`src/rtl/intersection_pkg.sv`:
```
// Shared state codes for the intersection sequencer.
// Phase codes are also exported on the debug port.
package intersection_pkg;

  typedef enum logic [2:0] {
    NS_GREEN  = 3'd0,
    NS_YELLOW = 3'd1,
    ALLRED_A  = 3'd2,
    EW_GREEN  = 3'd3,
    EW_YELLOW = 3'd4,
    ALLRED_B  = 3'd5,
    WALK      = 3'd6,
    PED_CLR   = 3'd7
  } state_t;

endpackage

```
`src/rtl/intersection_sequencer_phase_timer.sv`:
```
// Phase timer: counts cycles spent in the current phase.
// Saturates at all-ones so long NS rests never wrap.
module phase_timer #(
  parameter int CNT_W = 8
) (
  input  logic             clock,
  input  logic             reset_n,
  input  logic             clr,
  output logic [CNT_W-1:0] cnt
);

  localparam logic [CNT_W-1:0] CNT_MAX = '1;

  // saturating up-counter with synchronous clear
  always_ff @(posedge clock or negedge reset_n) begin
    if (!reset_n)
      cnt <= '0;
    else if (clr)
      cnt <= '0;
    else if (cnt != CNT_MAX)
      cnt <= cnt + 1'b1;
  end

endmodule

```
`src/rtl/intersection_sequencer.sv`:
```
// Two-approach intersection sequencer with ped crossing.
// Moore lamp outputs decoded from the phase register.
module intersection_sequencer
  import intersection_pkg::*;
#(
  parameter int CNT_W       = 8,
  parameter int T_GREEN_MIN = 8,
  parameter int T_GREEN_MAX = 20,
  parameter int T_YELLOW    = 3,
  parameter int T_ALLRED    = 2,
  parameter int T_WALK      = 6
) (
  input  logic       clock,
  input  logic       reset_n,
  input  logic       ped_req,
  input  logic       car_ew,
  output logic       ns_g,
  output logic       ns_y,
  output logic       ns_r,
  output logic       ew_g,
  output logic       ew_y,
  output logic       ew_r,
  output logic       walk,
  output logic [2:0] phase
);

  localparam logic [CNT_W-1:0] GMIN_L = CNT_W'(T_GREEN_MIN - 1);
  localparam logic [CNT_W-1:0] GMAX_L = CNT_W'(T_GREEN_MAX - 1);
  localparam logic [CNT_W-1:0] YEL_L  = CNT_W'(T_YELLOW - 1);
  localparam logic [CNT_W-1:0] AR_L   = CNT_W'(T_ALLRED - 1);
  localparam logic [CNT_W-1:0] WALK_L = CNT_W'(T_WALK - 1);

  state_t           state;
  state_t           state_d;
  logic             ped_pend;
  logic             clr;
  logic [CNT_W-1:0] cnt;

  phase_timer #(
    .CNT_W(CNT_W)
  ) u_timer (
    .clock  (clock),
    .reset_n(reset_n),
    .clr    (clr),
    .cnt    (cnt)
  );

  // timer restarts on every phase change
  assign clr   = (state_d != state);
  assign phase = state;

  // phase register; reset lands in ped clearance
  always_ff @(posedge clock or negedge reset_n) begin
    if (!reset_n)
      state <= PED_CLR;
    else
      state <= state_d;
  end

  // ped latch; requests during walk are dropped
  always_ff @(posedge clock or negedge reset_n) begin
    if (!reset_n)
      ped_pend <= 1'b0;
    else if (state == WALK)
      ped_pend <= 1'b0;
    else
      ped_pend <= ped_pend | ped_req;
  end

  // next-phase logic
  always_comb begin
    state_d = state;
    unique case (state)
      NS_GREEN: begin
        if (cnt >= GMIN_L && (car_ew || ped_pend))
          state_d = NS_YELLOW;
      end
      NS_YELLOW: begin
        if (cnt == YEL_L)
          state_d = ALLRED_A;
      end
      ALLRED_A: begin
        if (cnt == AR_L) begin
          if (car_ew)
            state_d = EW_GREEN;
          else if (ped_pend)
            state_d = WALK;
          else
            state_d = NS_GREEN;
        end
      end
      EW_GREEN: begin
        if ((cnt >= GMIN_L && !car_ew) || cnt == GMAX_L)
          state_d = EW_YELLOW;
      end
      EW_YELLOW: begin
        if (cnt == YEL_L)
          state_d = ALLRED_B;
      end
      ALLRED_B: begin
        if (cnt == AR_L)
          state_d = ped_pend ? WALK : NS_GREEN;
      end
      WALK: begin
        if (cnt == WALK_L)
          state_d = PED_CLR;
      end
      PED_CLR: begin
        if (cnt == AR_L)
          state_d = NS_GREEN;
      end
      default: state_d = PED_CLR;
    endcase
  end

  // lamp decode; red on both approaches by default
  always_comb begin
    ns_g = 1'b0;
    ns_y = 1'b0;
    ns_r = 1'b1;
    ew_g = 1'b0;
    ew_y = 1'b0;
    ew_r = 1'b1;
    walk = 1'b0;
    unique case (1'b1)
      (state == NS_GREEN):  begin ns_g = 1'b1; ns_r = 1'b0; end
      (state == NS_YELLOW): begin ns_y = 1'b1; ns_r = 1'b0; end
      (state == EW_GREEN):  begin ew_g = 1'b1; ew_r = 1'b0; end
      (state == EW_YELLOW): begin ew_y = 1'b1; ew_r = 1'b0; end
      (state == WALK):      walk = 1'b1;
      default: ;
    endcase
  end

endmodule
```
`config.mk`:
```
export PLATFORM = sky130hd
export DESIGN_NAME = intersection_sequencer
export DESIGN_NICKNAME = d
export VERILOG_FILES = /design/src/rtl/intersection_pkg.sv /design/src/rtl/intersection_sequencer_phase_timer.sv /design/src/rtl/intersection_sequencer.sv
export SDC_FILE = /design/constraint.sdc
export NUM_CORES = 1
export LEC_CHECK = 0
export ABC_AREA = 1
export CORE_MARGIN = 1.5
export CORE_UTILIZATION = 45
export CTS_BUF_LIST = sky130_fd_sc_hd__clkbuf_4
export DETAILED_ROUTE_END_ITERATION = 8
export PLACE_DENSITY = 0.67
export SETUP_SLACK_MARGIN = 0.3
export SLEW_MARGIN = 0
export SYNTH_ARGS = -nofsm -noshare
export SYNTH_HDL_FRONTEND = slang
export SYNTH_HIERARCHICAL = 1
export SYNTH_SLANG_ARGS = --single-unit
```
`constraint.sdc`:
```
create_clock -name clock -period 3.4 [get_ports clock]
set_clock_uncertainty 0.1 [all_clocks]
set_input_delay 0.51 -clock clock [delete_from_list [all_inputs] [get_ports clock]]
set_output_delay 0.51 -clock clock [all_outputs]
set_load 0.01 [all_outputs]
```
==> results of run 1 <==
[metrics by stage]
step / util / hold slack, ps / setup slack [ps]
after floorplan: - / 114.4 / 1399
after global placement: 0.5498 / 419.8 / 1023
after detailed placement: 0.5498 / 431.5 / 902.5
after CTS: 0.5633 / 451.6 / 954.4
after global routing: 0.5633 / 509.4 / 852.6
final: 0.5633 / 446.5 / 961.0
[Yosys cell counts (all sizes together)]
cell type | count | share of area
nand4 | 3 | 0.018
nand3 | 19 | 0.10
nor3 | 3 | 0.014
nor2 | 27 | 0.14
inv | 32 | 0.11
o211ai | 1 | 0.0071
o21bai | 2 | 0.014
dfrtp | 9 | 0.21
nand3b | 2 | 0.014
ha | 1 | 0.012
o21ai | 9 | 0.050
and2 | 1 | 0.0060
dfstp | 3 | 0.075
nand2 | 53 | 0.21
a21oi | 2 | 0.013
[power by group through the flow]
stage	Sequential, mW	Clock (mW)	Combinational (mW)
2_1_floorplan	0.214	0	0.273
3_3_place_gp	0.216	0	0.404
3_5_place_dp	0.217	0	0.411
4_1_cts	0.214	0.106	0.411
5_1_grt	0.219	0.108	0.466
6_report	0.215	0.104	0.411
[state kept, by name, indices dropped and copies added, names as in the netlist]
signal,flops
ped_pend,1
phase,3
u_timer/cnt,8
[kinds of logic (layout without fill, tap and decap cells)]
group,count (synthesis),count (layout),share of synthesized area
AND/OR/NAND/NOR,108,108,0.5000
buffers and inverters,32,49,0.1143
AO/OA/AOI/OAI,14,14,0.08452
adder cells (fa/ha/maj),1,1,0.01190
flip-flops,12,12,0.2893
[worst reg2reg max path, delay by kind of cell, from the launching register on]
family                 cells  cell delay, ps
AND/OR/NAND/NOR           11            1020
flip-flops                 1             450
buffers and inverters      2             330
AO/OA/AOI/OAI              2             310
[layer usage]
layer  GRT usage  up-vias  wire [µm]
li1            -      557          -
met1      0.2404      487       1015
met2      0.4026       38       1251
met3     0.02047        9        109
met4      0.1228        0         77
met5           0        -          0
[cell type report]
class	instances	area, µm²	share of cell area
clock buffer	4	30.03	0.02410
inverter	32	120.1	0.09639
multi-input combinational	123	626.9	0.5030
timing repair buffer	13	130.1	0.1044
sequential	12	304.0	0.2440
tap	28	35.03	0.02811
[path summary, 6_finish.rpt]
check | end | slack, ps | cells past startpoint
worst max-delay path | walk | 960 | 5
worst min-delay path | ped_pend | 450 | 2
worst max register to register | u_timer/cnt[0] | 1110 | 15
worst min register to register | ped_pend | 450 | 2
max in group asynchronous | phase[1] | 2350 | 1
min in group asynchronous | ped_pend | 470 | 1
==> reports/qor.csv, run 1 <==
metric,value,unit
outcome,"finished, final reports clean",
syn_to_final_growth,18.57,%
worst_slew_margin_rel,0.6351,
num_vias,1091,
static-leakage-power,0.6442,nW
report.power.total,0.7303,mW
drive_above_1_share,0.1793,
power.ir.vdd_worst,0.3307,mV
design.final.nets,190,
worstReg2RegStart,u_timer/cnt[5],
core.rowCount,17,
stdcell_count,212,
cp-end-kind,primary output,
cts_tree,yes,
syn_area_per_cell,6.293,µm²
slew_viol_final,0,
grt-ovfl-total,0,
setup.worst_path.class,reg2out,
clkTransAtPathRegs,80,ps
placedCellCount,208,
ioPinCount,14,
die_x,51.33,µm
power_density,586.1,mW/mm²
crit_slowest_cell,dfstp_2,
cts_max_path_buffers,2,
cts_htree_levels,1,
portBuffers,13,
route.detailed.wl_per_inst,11.57,µm
finalCritPeriodShare,0.7173,
worstHoldPathType,reg2reg,
net-switching-power,0.3370,mW
grt_usage,0.2174,
postCtsHoldBufs,0,
clock_power_share,0.143,
grt_setup_unrepaired,false,
hold_viol_final,0,
seq_power_share,0.294,
antenna-diode-count,0,
ant_nets,0,
detailedPlacementHpwl,1.996,mm
synth_sequential_area_ratio,0.2893,
setup_tns,0,ps
synthDistinctLibCells,23,
worst-path-buf-inv,3,
min_from,ped_pend,
crit_path_cell_trace,"inv_2, nor2_2, nand2_2, inv_1, clkdlybuf4s50_1",
grt_pass1_vias,1034,
cp_top_family,buffers and inverters,
worstSetupStartpoint,phase[1],
buffer_type_at_the_clock_tree_root,clkbuf_4,
mostFrequentLayoutCell,nand2_1,
postSynthRegisterBits,12,
grt_start_max_net_pins,13,
drt-initial-drc-count,16,
timing_worst_slew_pin_value,545.6,ps
power_switching_share,0.4614,
synth.yosys.warnings,6,
grt_pass1_wl,4.236,mm
floorplan.initialDensity,0.4751,
synthesis.area,0.001051,mm²
most-common-layout-cells,"nand2_1 (45), inv_1 (27), nand3_1 (18), nor2_1 (18), clkdlybuf4s50_1 (13)",
post_drt_via_cell_ratio,5.146,
path_max_fanout,6,
p_int,0.3933,mW
postSynthCellCount,167,
stdcell_area,0.001246,mm²
timing.critical_path.slowest_cell_delay,600,ps
final.min_clock_period,2439,ps
worst_ep_required_time,2790,ps
clock.fmax,0.4100,GHz
worst_skew_pair.late_latency,280,ps
design.die.area,0.002634,mm²
synth.net_count,172,
detailed_route_wire_length,2.453,mm
drv_cap,0,
cts_post_setup_buffers_inserted,0,
initial_antenna_violation_count,0,
core_region_area,0.002212,mm²
critical_path.startpoint_type,flop,
final_weighted_congestion_of_routability_driven_global_placement,0.9452,
fillerInstances,234,
total_clock_buffers_created_by_cts,3,
setup_violations,0,
post_cts_resize_count,0,
drc,0,
worst-endpoint-arrival,1830,ps
drt_pre_antenna_iters,4,
pwr-share-comb,0.563,
die_height,51.33,µm
cts.sinks,12,
placed_cell_area,0.001216,mm²
Power figures use the tool's default switching activity.
==> run 2: changes to the inputs <==
==> constraint.sdc (replaced) <==
create_clock -name clock -period 2.5 [get_ports clock]
set_clock_uncertainty 0.1 [all_clocks]
set_input_delay 0.375 -clock clock [delete_from_list [all_inputs] [get_ports clock]]
set_output_delay 0.375 -clock clock [all_outputs]
set_load 0.01 [all_outputs]
==> reports/qor.csv, run 2 (same netlist as run 1, synthesis figures left out) <==
metric,value,unit,change
outcome,"finished, final reports clean",,
detailed_route_wire_length,2.526,mm,+3.0%
power.ir.vdd_worst,0.3966,mV,+20%
worst_ep_required_time,2030,ps,-760 ps
placedCellCount,209,,+0.48%
num_vias,1107,,+1.5%
grtUsageMet3,0.02047,,unchanged
power_switching_share,0.4563,,-0.005177
design.final.nets,197,,+3.7%
power_density,797.8,mW/mm²,+36%
pre_cts_ws,155.2,ps,-747.4 ps
grt_pass1_wl,4.112,mm,-2.9%
cts_tree,yes,,
grt_setup_unrepaired,true,,
logic_depth_of_the_worst_register_to_register_path,17,,+2
register_with_the_most_flip_flops,u_timer/cnt,,
die_height,51.33,µm,unchanged
postCtsHoldBufs,0,,unchanged
placed_cell_area,0.001224,mm²,+0.62%
cts_htree_levels,1,,unchanged
final.min_clock_period,2148,ps,
grt_start_max_net_pins,13,,unchanged
p_int,0.5883,mW,+50%
global_route.usage.met1,0.2230,,-0.01733
detailedPlacementHpwl,1.941,mm,-2.8%
timing_worst_slew_pin_value,541.3,ps,-4.309 ps
grt_usage,0.2085,,-0.008905
initial_antenna_violation_count,0,,unchanged
drc,0,,unchanged
grt-busiest-layer,met2,,
drt_pre_antenna_iters,4,,unchanged
seq_power_share,0.268,,-0.026
die_x,51.33,µm,unchanged
worst_slew_margin_rel,0.6380,,+0.002882
hold_viol_final,0,,unchanged
floorplan.initialDensity,0.4751,,unchanged
final_core_utilization,0.6131,,+0.04977
cp-end-kind,primary output,,
post_drt_via_cell_ratio,5.055,,-1.8%
ant_nets,0,,unchanged
drive_above_1_share,0.2723,,+0.09290
portBuffers,13,,unchanged
most-common-layout-cells,"nand2_1 (41), inv_1 (25), nand3_1 (18)",,
final_hold_slack,352.3,ps,-94.16 ps
gr-usage-met2,0.4091,,+0.006494
core_region_area,0.002212,mm²,unchanged
slew_viol_final,0,,unchanged
setup_tns,0,ps,unchanged
worst_skew_pair.late_latency,270,ps,about the same
grt_pass1_vias,1018,,-1.5%
drt-initial-drc-count,33,,+17
mostFrequentLayoutCell,nand2_1,,
cts_max_path_buffers,2,,unchanged
total_clock_buffers_created_by_cts,3,,unchanged
final_weighted_congestion_of_routability_driven_global_placement,0.9430,,-0.23%
cts.sinks,12,,unchanged
drv_cap,0,,unchanged
static-leakage-power,0.7022,nW,+9.0%
buffer_type_at_the_clock_tree_root,clkbuf_4,,
ioPinCount,14,,unchanged
design.die.area,0.002634,mm²,unchanged
fillerInstances,220,,-6.0%
worst-endpoint-arrival,1670,ps,-160 ps
largest_reg_flops,8,,unchanged
core.rowCount,17,,unchanged
clock.fmax,0.4655,GHz,
antenna-diode-count,0,,unchanged
grt-ovfl-total,0,,unchanged
pwr-share-comb,0.606,,+0.043
setup_violations,0,,unchanged
syn_to_final_growth,29.05,%,
setup.worst_path.class,reg2out,,
critical_path.startpoint_type,flop,,
route.detailed.wl_per_inst,11.53,µm,-0.32%
path_max_fanout,7,,+1
setup_ws,351.9,ps,-609.2 ps
net-switching-power,0.4937,mW,+46%
finalCritPeriodShare,0.8593,,
reg2reg_setup_slack,410,ps,-700 ps
clkTransAtPathRegs,80,ps,about the same
report.power.total,1.082,mW,+48%
clock_power_share,0.125,,-0.018
worstHoldPathType,in2async,,
stdcell_area,0.001356,mm²,+8.8%
stdcell_count,219,,+3.3%
run 2: cell types whose count changed in the layout (fill, tap and decap cells not counted), moves of 2 or more:
cell             change
o21ai_2              +2
dlymetal6s2s_1       +2
buf_4                +7
nor2_4               +3
inv_1                -2
nor2_1               -2
nand2_2              +3
clkdlybuf4s50_1      -3
nand2_1              -4
run 2: power groups by stage:
| stage | combinational (mW) | sequential (mW) | clock (mW) |
|---|---|---|---|
| after floorplan | 0.371 | 0.291 | 0 |
| after global placement | 0.549 | 0.294 | 0 |
| after detailed placement | 0.552 | 0.294 | 0 |
| after CTS | 0.569 | 0.292 | 0.143 |
| after global routing | 0.728 | 0.297 | 0.147 |
| final | 0.656 | 0.290 | 0.136 |
run 2: what timing repair did:
item | in CTS | in global routing
pin swaps | 0 | 9
setup buffers | 1 | 5
endpoints found under the setup margin | 7 | 11
resized for setup | 4 | 18
run 2: final timing paths:
check | from | end
min reg2reg | ped_pend | ped_pend
max | phase[2] | ew_y
max reg2reg | u_timer/cnt[4] | u_timer/cnt[2]
min in group clock | ped_pend | ped_pend
min | reset_n | ped_pend
max in group asynchronous | reset_n | u_timer/cnt[1]
run 2: critical path, stage by stage (launching register included):
cell and delay [ps]:
dfstp_2 590, inv_2 100, nor2_4 160, clkdlybuf4s50_1 550
run 2: per-layer routing:
metal	part of all wire	wire length (µm)	up-vias
li1	-	-	571
met1	0.41	1045	500
met2	0.53	1335	28
met3	0.034	85	8
met4	0.024	60	0
met5	0	0	-
run 2: area by class of cell:
type / count / area, µm² / area share
Timing Repair Buffer: 20 / 186.4 / 0.1375
Sequential cell: 12 / 305.3 / 0.2251
Tap cell: 28 / 35.03 / 0.02583
Inverter: 32 / 125.1 / 0.09225
Clock buffer: 4 / 30.03 / 0.02214
Multi-Input combinational cell: 123 / 674.4 / 0.4972
==> run 3: changes to the inputs <==
--- a/config.mk
+++ b/config.mk
@@ -7,12 +7,11 @@
 export LEC_CHECK = 0
 export ABC_AREA = 1
 export CORE_MARGIN = 1.5
-export CORE_UTILIZATION = 45
+export CORE_UTILIZATION = 30
 export CTS_BUF_LIST = sky130_fd_sc_hd__clkbuf_4
 export DETAILED_ROUTE_END_ITERATION = 8
-export PLACE_DENSITY = 0.67
 export SETUP_SLACK_MARGIN = 0.3
-export SLEW_MARGIN = 0
+export SLEW_MARGIN = 15
 export SYNTH_ARGS = -nofsm -noshare
 export SYNTH_HDL_FRONTEND = slang
 export SYNTH_HIERARCHICAL = 1
==> reports/qor.csv, run 3 (same netlist as run 1, synthesis figures left out) <==
metric,value,unit,change
stdcell_area,0.001383,mm²,+1.9%
post_drt_via_cell_ratio,4.639,,-8.2%
seq_power_share,0.270,,+0.002
grt_pass1_wl,4.202,mm,+2.2%
worst_skew_pair.late_latency,270,ps,about the same
outcome,"finished, final reports clean",,
clock_power_share,0.116,,-0.009
finalCritPeriodShare,0.8683,,+0.009022
postCtsHoldBufs,0,,unchanged
worstReg2RegStart,phase[1],,
setup_violations,0,,unchanged
worstHoldPathType,in2async,,
antenna-diode-count,0,,unchanged
floorplan.initialDensity,0.3150,,-0.1602
drt_pre_antenna_iters,4,,unchanged
register_with_the_most_flip_flops,u_timer/cnt,,
design.final.nets,198,,+0.51%
drive_above_1_share,0.2865,,+0.01421
die_x,62.19,µm,+21%
final_core_utilization,0.4143,,-0.1988
drv_cap,0,,unchanged
route.detailed.wl_per_inst,10.59,µm,-8.2%
setup.worst_path.class,reg2out,,
p_int,0.5701,mW,-3.1%
timing.critical_path.slowest_cell_delay,620,ps,+30 ps
worst_slew_margin_rel,0.6160,,-0.02204
ioPinCount,14,,unchanged
num_vias,1104,,-0.27%
detailed_route_wire_length,2.520,mm,-0.24%
net-switching-power,0.4992,mW,+1.1%
grt-ovfl-total,0,,unchanged
worst-endpoint-arrival,1700,ps,+30 ps
setup_ws,329.3,ps,-22.56 ps
drc,0,,unchanged
final.min_clock_period,2171,ps,+22.56 ps
ant_nets,0,,unchanged
path_max_fanout,8,,+1
final_weighted_congestion_of_routability_driven_global_placement,0.8665,,-8.1%
worstReg2RegEnd,u_timer/cnt[2],,
grt_start_max_net_pins,13,,unchanged
largest_reg_flops,8,,unchanged
cts_htree_levels,1,,unchanged
power_density,773.4,mW/mm²,-3.1%
static-leakage-power,0.7026,nW,about the same
portBuffers,13,,unchanged
pre_cts_ws,205.1,ps,+49.94 ps
reg2reg_setup_slack,440,ps,+30 ps
core.rowCount,21,,+4
grt_pass1_vias,998,,-2.0%
crit_path_cell_trace,"nand3_1, inv_1, clkdlybuf4s50_1",,
crit_slowest_cell,dfstp_2,,
total_clock_buffers_created_by_cts,3,,unchanged
logic_depth_of_the_worst_register_to_register_path,14,,-3
grt_usage,0.1341,,-0.07441
grt_setup_unrepaired,true,,
cts.sinks,12,,unchanged
slew_viol_final,0,,unchanged
syn_to_final_growth,31.55,%,
power_switching_share,0.4668,,+0.01055
hold_viol_final,0,,unchanged
clkTransAtPathRegs,80,ps,about the same
fillerInstances,377,,+71%
most-common-layout-cells,"nand2_1 (41), inv_1 (26), nand3_1 (17)",,
critical_path.startpoint_type,flop,,
pwr-share-comb,0.614,,+0.008
cts_max_path_buffers,2,,unchanged
buffer_type_at_the_clock_tree_root,clkbuf_4,,
worst_ep_required_time,2030,ps,about the same
setup_tns,0,ps,unchanged
initial_antenna_violation_count,0,,unchanged
core_region_area,0.003337,mm²,+51%
clock.fmax,0.4607,GHz,-1.0%
mostFrequentLayoutCell,nand2_1,,
die_height,62.19,µm,+21%
placed_cell_area,0.001246,mm²,+1.8%
detailedPlacementHpwl,1.952,mm,+0.59%
design.die.area,0.003868,mm²,+47%
timing_worst_slew_pin_value,574.3,ps,+32.96 ps
cp-end-kind,primary output,,
power.ir.vdd_worst,0.2984,mV,-25%
cts_tree,yes,,
drt-initial-drc-count,42,,+27%
## run 3: cell types whose count changed in the layout (fill, tap and decap cells not counted), moves of 2 or more
cell     before  now
dfrtp_1       8    6
dfrtp_2       1    3
nor2_1       16   14
nor2_2        4    7
o21ai_1       2    4
## run 3: critical path: cells and delay by family (launching register included)
family	cells	cell delay (ps)
and+or+nand+nor	1	170
DFF	1	620
buffers and inverters	2	640
## run 3: timing repair
item,4_1_cts,5_1_grt
resized for setup,6,19
setup endpoints to repair,7,11
buffers inserted,3,4
hold endpoints to repair,0,0
pin swaps,0,6
## run 3: metrics by stage
stage	power (mW)	hold slack, ps	cells
after floorplan	0.6616	-20.59	167
after global placement	0.8533	417.2	227
after detailed placement	0.8608	417.3	227
after CTS	1.030	370.2	234
after global routing	1.177	404.9	238
final	1.069	365.2	238
## run 3: per-layer routing
layer / vias up / wire length [µm] / global-route usage
li1: 572 / - / -
met1: 511 / 1204 / 0.1753
met2: 19 / 1225 / 0.2255
met3: 2 / 76 / 0.01812
met4: 0 / 14 / 0.05000
met5: - / 0 / 0
## run 3: how the worst max path moves through the flow
stage,end,startpoint,slack [ps],depth (start not counted)
2_1_floorplan,u_timer/cnt[2],phase[1],500,14
3_3_place_gp,u_timer/cnt[2],car_ew,240,13
3_5_place_dp,u_timer/cnt[1],car_ew,210,13
4_1_cts,ew_g,phase[0],310,3
5_1_grt,u_timer/cnt[2],u_timer/cnt[4],220,15
6_report,ns_y,phase[0],330,3
## run 3: layout make-up
class | count | area, µm² | area share
inverters | 32 | 125.1 | 0.09050
clock buffers | 3 | 22.52 | 0.01629
flip-flops and latches | 12 | 307.8 | 0.2226
multi-input cells | 123 | 675.6 | 0.4887
clock inverters | 1 | 3.754 | 0.002715
well taps | 46 | 57.56 | 0.04163
repair buffers | 21 | 190.2 | 0.1376
## run 3: power groups by stage
stage	logic, mW	clock network [mW]	registers (mW)
global placement	0.558	0	0.295
CTS	0.606	0.133	0.291
finish	0.657	0.124	0.288
detailed placement	0.564	0	0.296
global route	0.743	0.140	0.294
floorplan	0.371	0	0.291
